==> config.mk <==
export PLATFORM = sky130hd
export DESIGN_NAME = pll_phase_sweeper
export DESIGN_NICKNAME = d
export VERILOG_FILES = /design/src/rtl/pll_phase_sweeper.sv
export SDC_FILE = /design/constraint.sdc
export NUM_CORES = 1
export LEC_CHECK = 0
export CAP_MARGIN = 10
export CORE_UTILIZATION = 60
export DETAILED_ROUTE_END_ITERATION = 10
export DONT_BUFFER_PORTS = 1
export PLACE_DENSITY = 0.85
export SLEW_MARGIN = 20
export SYNTH_ARGS = -nofsm -noshare
export SYNTH_HDL_FRONTEND = slang
export SYNTH_SLANG_ARGS = --single-unit
export TNS_END_PERCENT = 50
==> constraint.sdc <==
create_clock -name clk -period 7.1 [get_ports clk]
set_clock_uncertainty 0.05 [all_clocks]
set_input_delay 1.065 -clock clk [delete_from_list [all_inputs] [get_ports clk]]
set_output_delay 1.065 -clock clk [all_outputs]
set_load 0.005 [all_outputs]
==> src/rtl/pll_phase_sweeper.sv <==
// ECP5 PLL dynamic-phase sweeper: steps the PLL output phase through a full rotation,
// grades each phase from memory-tester counters and parks on the centre of the best window.
module pll_phase_sweeper #(
   parameter int unsigned C_STEPS  = 8,
   parameter int unsigned C_PULSE  = 4,
   parameter int unsigned C_SETTLE = 1024,
   parameter int unsigned C_WINDOW = 1048576
) (
   input  logic               clk,
   input  logic               rst_n,
   input  logic               start,
   input  logic               inc,
   input  logic               dec,
   input  logic [31:0]        passcount,
   input  logic [31:0]        failcount,
   output logic               phasedir,
   output logic               phasestep,
   output logic               phaseloadreg,
   output logic [7:0]         phase,
   output logic               busy,
   output logic               done,
   output logic               nopass,
   output logic [7:0]         best_phase,
   output logic [8:0]         window_len,
   output logic [C_STEPS-1:0] pass_map
);

   localparam logic [7:0]         LastPhase  = 8'(C_STEPS - 1);
   localparam logic [8:0]         Steps9     = 9'(C_STEPS);
   localparam logic [9:0]         Steps10    = 10'(C_STEPS);
   localparam logic [31:0]        PulseLast  = 32'(C_PULSE - 1);
   localparam logic [31:0]        SettleLast = 32'(C_SETTLE - 1);
   localparam logic [31:0]        WindowLast = 32'(C_WINDOW - 1);
   localparam logic [31:0]        EvalLast   = 32'(2 * C_STEPS - 1);
   localparam logic [C_STEPS-1:0] MapOne     = C_STEPS'(1);

   typedef enum logic [2:0] {
      StIdle, StStepSetup, StStepPulse, StStepGap, StSettle, StMeasure, StEval, StCenter
   } state_t;

   typedef enum logic [1:0] {ModeManual, ModeSweep, ModeCenter} mode_t;

   state_t      state;
   mode_t       mode;
   logic [31:0] cnt;
   logic [8:0]  visits;
   logic [31:0] snap_p;
   logic [31:0] snap_f;
   logic [8:0]  run_q;
   logic [8:0]  blen_q;
   logic [7:0]  bstart_q;
   logic [7:0]  eidx;

   logic [C_STEPS-1:0] map_shift;
   logic               eval_bit;
   logic               better;
   logic [8:0]         eval_run;
   logic [8:0]         eval_len;
   logic [8:0]         half_len;
   logic [8:0]         center_sum;
   logic [9:0]         start_sum;
   logic [7:0]         eval_start;
   logic [7:0]         eval_best;
   logic [7:0]         eidx_next;
   logic [7:0]         phase_inc;
   logic [7:0]         phase_dec;
   logic [31:0]        dp;
   logic [31:0]        df;
   logic               phase_pass;

   assign phaseloadreg = 1'b0;

   always_comb begin
      map_shift = pass_map >> eidx;
      eval_bit  = map_shift[0];
      if (!eval_bit) begin
         eval_run = '0;
      end else if (run_q == Steps9) begin
         eval_run = run_q;
      end else begin
         eval_run = run_q + 9'd1;
      end
      better = eval_run > blen_q;
      // Run start = (i - run + 1) mod C_STEPS, kept non-negative by adding C_STEPS first
      start_sum = {2'b00, eidx} + Steps10 - {1'b0, eval_run} + 10'd1;
      if (start_sum >= Steps10) begin
         start_sum = start_sum - Steps10;
      end
      eval_len   = better ? eval_run : blen_q;
      eval_start = better ? start_sum[7:0] : bstart_q;
      half_len   = (eval_len - 9'd1) >> 1;
      center_sum = {1'b0, eval_start} + half_len;
      if (center_sum >= Steps9) begin
         center_sum = center_sum - Steps9;
      end
      eval_best  = center_sum[7:0];
      eidx_next  = (eidx == LastPhase) ? 8'd0 : eidx + 8'd1;
      phase_inc  = (phase == LastPhase) ? 8'd0 : phase + 8'd1;
      phase_dec  = (phase == 8'd0) ? LastPhase : phase - 8'd1;
      dp         = passcount - snap_p;
      df         = failcount - snap_f;
      phase_pass = (df == 32'd0) && (dp != 32'd0);
   end

   always_ff @(posedge clk or negedge rst_n) begin
      if (!rst_n) begin
         state      <= StIdle;
         mode       <= ModeManual;
         cnt        <= '0;
         visits     <= '0;
         snap_p     <= '0;
         snap_f     <= '0;
         run_q      <= '0;
         blen_q     <= '0;
         bstart_q   <= '0;
         eidx       <= '0;
         phasedir   <= 1'b0;
         phasestep  <= 1'b0;
         phase      <= '0;
         busy       <= 1'b0;
         done       <= 1'b0;
         nopass     <= 1'b0;
         best_phase <= '0;
         window_len <= '0;
         pass_map   <= '0;
      end else begin
         done <= 1'b0;
         case (state)
            StIdle: begin
               if (start) begin
                  pass_map <= '0;
                  nopass   <= 1'b0;
                  visits   <= '0;
                  cnt      <= '0;
                  busy     <= 1'b1;
                  state    <= StSettle;
               end else if (inc ^ dec) begin
                  phasedir <= dec;
                  mode     <= ModeManual;
                  busy     <= 1'b1;
                  state    <= StStepSetup;
               end
            end
            StStepSetup: begin
               cnt       <= '0;
               phasestep <= 1'b1;
               state     <= StStepPulse;
            end
            StStepPulse: begin
               if (cnt == PulseLast) begin
                  cnt       <= '0;
                  phasestep <= 1'b0;
                  phase     <= phasedir ? phase_dec : phase_inc;
                  state     <= StStepGap;
               end else begin
                  cnt <= cnt + 32'd1;
               end
            end
            StStepGap: begin
               if (cnt == PulseLast) begin
                  cnt <= '0;
                  case (mode)
                     ModeManual: begin
                        busy  <= 1'b0;
                        state <= StIdle;
                     end
                     ModeSweep: begin
                        if (visits == Steps9) begin
                           run_q    <= '0;
                           blen_q   <= '0;
                           bstart_q <= '0;
                           eidx     <= '0;
                           state    <= StEval;
                        end else begin
                           state <= StSettle;
                        end
                     end
                     default: state <= StCenter;
                  endcase
               end else begin
                  cnt <= cnt + 32'd1;
               end
            end
            StSettle: begin
               if (cnt == SettleLast) begin
                  cnt    <= '0;
                  snap_p <= passcount;
                  snap_f <= failcount;
                  state  <= StMeasure;
               end else begin
                  cnt <= cnt + 32'd1;
               end
            end
            StMeasure: begin
               if (cnt == WindowLast) begin
                  cnt <= '0;
                  if (phase_pass) begin
                     pass_map <= pass_map | (MapOne << phase);
                  end
                  visits   <= visits + 9'd1;
                  phasedir <= 1'b0;
                  mode     <= ModeSweep;
                  state    <= StStepSetup;
               end else begin
                  cnt <= cnt + 32'd1;
               end
            end
            StEval: begin
               run_q    <= eval_run;
               blen_q   <= eval_len;
               bstart_q <= eval_start;
               eidx     <= eidx_next;
               if (cnt == EvalLast) begin
                  cnt        <= '0;
                  window_len <= eval_len;
                  if (eval_len == 9'd0) begin
                     nopass <= 1'b1;
                     done   <= 1'b1;
                     busy   <= 1'b0;
                     state  <= StIdle;
                  end else begin
                     best_phase <= eval_best;
                     state      <= StCenter;
                  end
               end else begin
                  cnt <= cnt + 32'd1;
               end
            end
            StCenter: begin
               if (phase == best_phase) begin
                  done  <= 1'b1;
                  busy  <= 1'b0;
                  state <= StIdle;
               end else begin
                  phasedir <= 1'b0;
                  mode     <= ModeCenter;
                  state    <= StStepSetup;
               end
            end
            default: state <= StIdle;
         endcase
      end
   end

endmodule

==> impl_metrics.ini <==
[outcome]
status = completed

[global_route]
grt_pass1_wl_mm = 60.1
track_usage_pct = 30.3
grt_max_degree = 183
grt_pass1_vias = 12300
antenna_found_initial = 0
grt-ovfl-total = 0

[cells_and_area]
final_cells = 2021
final_common_cell = nand2_1
final_nets = 1867
synthToLayoutAreaGrowth_pct = 5.59
final_core_util_pct = 64.9
multi_input_area_um2 = 9160
antennaDiodeCount = 0
drive_above_1_share_pct = 8.75
nFillCells = 1969
final_cell_mix = nand2_1, dfrtp_1, o21ai_0
regArea_um2 = 4550

[floorplan]
rows = 56
die_area_um2 = 24700
io_pins = 108
die_h_um = 157
initial_core_util_pct = 61.5
die_w_um = 157
coreArea_um2 = 23500

[power]
power_density_nw_per_um2 = 224
p_int_w = 0.00211
combPwrFrac_pct = 33.7
ir_drop_v = 0.000181
netSwitchingFraction_pct = 38.4
pwr-share-clk_pct = 29.5
seqPwrFrac_pct = 36.8
switching_power_w = 0.00131
leakage_nw = 6.76

[placed_design]
pre_cts_ws_ps = 411
gp_congestion = 0.910
place_inst = 1989
portBuffers = 0
dp_hpwl_mm = 27.4

[routing]
wl_per_cell_um = 18.2
drt_iter0_markers = 1025
ant_nets = 0
route.detailed.drc = 0
vias = 12900
first_pass_iters = 6
via_per_inst = 6.37
totalWireLength_mm = 36.7

[synth]
async_flop_share_pct = 100
netlist_area_um2 = 14500
synthesis.nets = 1902
yosysSeqAreaShare_pct = 31.5
syn_area_per_cell_um2 = 8.39
syn_inst = 1724
synth-edff-count = 0
synth_cell_types = 97
yosysWarnings = 0
synth-seq-cells = 182
synth_ff_type = dfrtp_1

[critical_path]
start_kind = flop
cp_slowest_cell = mux4_2
arrival_ps = 6880
crit_type = flop to flop
slowest_delay_ps = 550
crit_path_max_fanout = 8
cp.required_ps = 7380
endpoint_kind = flop

[clock_tree]
htree_levels = 4
numCtsBuffers = 17
clk_pin_slew_worst_paths_ps = 70
clockBufferDepth = 2
holdBufCountCts = 0
cts_setup_buffers = 0
insertion_delay_ps = 450
cts.sinks = 182
cts-root-buf = clkbuf_16
cts_tree = yes

[timing]
slew_viol_final = 0
setup_viol = 0
slew-limit-headroom_pct = 37.2
finalCriticalPeriod_ps = 6590
clock.fmax_mhz = 152
setup_ws_ps = 506
worstMarginPinSlew_ps = 916
rsz0062_at_grt = false
fin_crit_sh_pct = 92.9
finalSetupTns_ps = 0
hold_violations = 0

[worst_hold_path]
hold_class = primary input to async pin

[flow_run]
cap_violations = 0
==> metrics by stage <==
step	power (W)	cell area (um^2)	hold slack (ps)
final	0.00343	15300	263
after global routing	0.00363	15300	246
after CTS	0.00341	15300	255
after detailed placement	0.00240	14700	417
after global placement	0.00236	14700	410
after floorplan	0.00212	14500	393
==> worst paths after layout <==
path	start	endpoint	slack [ps]	depth (start not counted)
min reg2reg	bstart_q[7]	bstart_q[7]	430	2
min in group clk	bstart_q[7]	bstart_q[7]	430	2
max in group asynchronous	rst_n	snap_p[21]	6420	0
min	rst_n	snap_f[19]	260	0
max	eidx[0]	best_phase[4]	510	25
max reg2reg	eidx[0]	best_phase[4]	510	25
==> per-layer routing <==
layer,GRT usage (%),routed length [um],up-vias
met5,0,0,-
met1,39.4,15800,6142
met2,49.5,17000,445
met4,10.2,932,0
met3,7.10,2950,61
li1,-,-,6228
==> power by group through the flow <==
stage / Sequential [W] / Combinational (W) / Clock [W]
after CTS: 0.00126 / 0.00113 / 0.00102
after floorplan: 0.00119 / 0.000937 / 0
after detailed placement: 0.00128 / 0.00113 / 0
after global placement: 0.00127 / 0.00108 / 0
final: 0.00126 / 0.00116 / 0.00101
after global routing: 0.00128 / 0.00128 / 0.00106
==> synthesized netlist by cell type, types with 25 or more instances <==
master | count | area [um^2]
nand2b_1 | 25 | 156
nand4_1 | 37 | 231
nand2_1 | 185 | 694
clkbuf_1 | 46 | 173
o21ai_0 | 138 | 691
dfrtp_1 | 182 | 4550
nand3_1 | 53 | 265
xnor2_1 | 41 | 359
inv_1 | 132 | 495
mux2_2 | 75 | 845
nor3_1 | 40 | 200
and3_1 | 28 | 175
nor2_1 | 104 | 390
o31ai_1 | 25 | 188
xor2_1 | 31 | 272
ha_1 | 107 | 1340
a21oi_1 | 120 | 601
==> critical path: cells and delay by family (launching register included) <==
family	cells	cell delay (ps)
muxes	4	1520
DFF	1	520
xor gates and xnor gates	1	170
adders and majority gates	4	1230
AOI/OAI and AO/OA	10	2090
and+or+nand+nor	5	780
buffers and inverters	1	100
==> registers in the layout, summed over array words and instances (netlist names) <==
register	flops
run_q	9
state	3
eidx	8
busy	1
window_len	9
mode	2
bstart_q	8
nopass	1
cnt	32
phase	8
blen_q	9
phasedir	1
visits	9
done	1
phasestep	1
snap_p	32
best_phase	8
pass_map	8
snap_f	32
==> logic make-up after synthesis <==
logic type               after synthesis  synth area share (%)
buffers and inverters                195                  5.46
adder cells (fa/ha/maj)              109                  9.53
AND/OR/NAND/NOR                      572                  19.6
XOR/XNOR                              72                  4.36
multiplexers                          95                  7.40
flip-flops                           182                  31.5
other                                  1                0.0259
AO/OA/AOI/OAI                        498                  22.1
==> layout make-up <==
| cell class | count | area share [%] |
|---|---|---|
| Timing Repair Buffer | 9 | 0.442 |
| Inverter | 132 | 3.24 |
| Multi-Input combinational cell | 1347 | 59.9 |
| Tap cell | 319 | 2.61 |
| Sequential cell | 182 | 29.8 |
| Clock buffer | 21 | 3.01 |
| Clock inverter | 11 | 0.958 |
==> what timing repair did <==
action	4_1_cts	5_1_grt
resized for setup	0	1
hold endpoints to repair	0	0
endpoints found under the setup margin	0	4
Power figures use the tool's default switching activity.
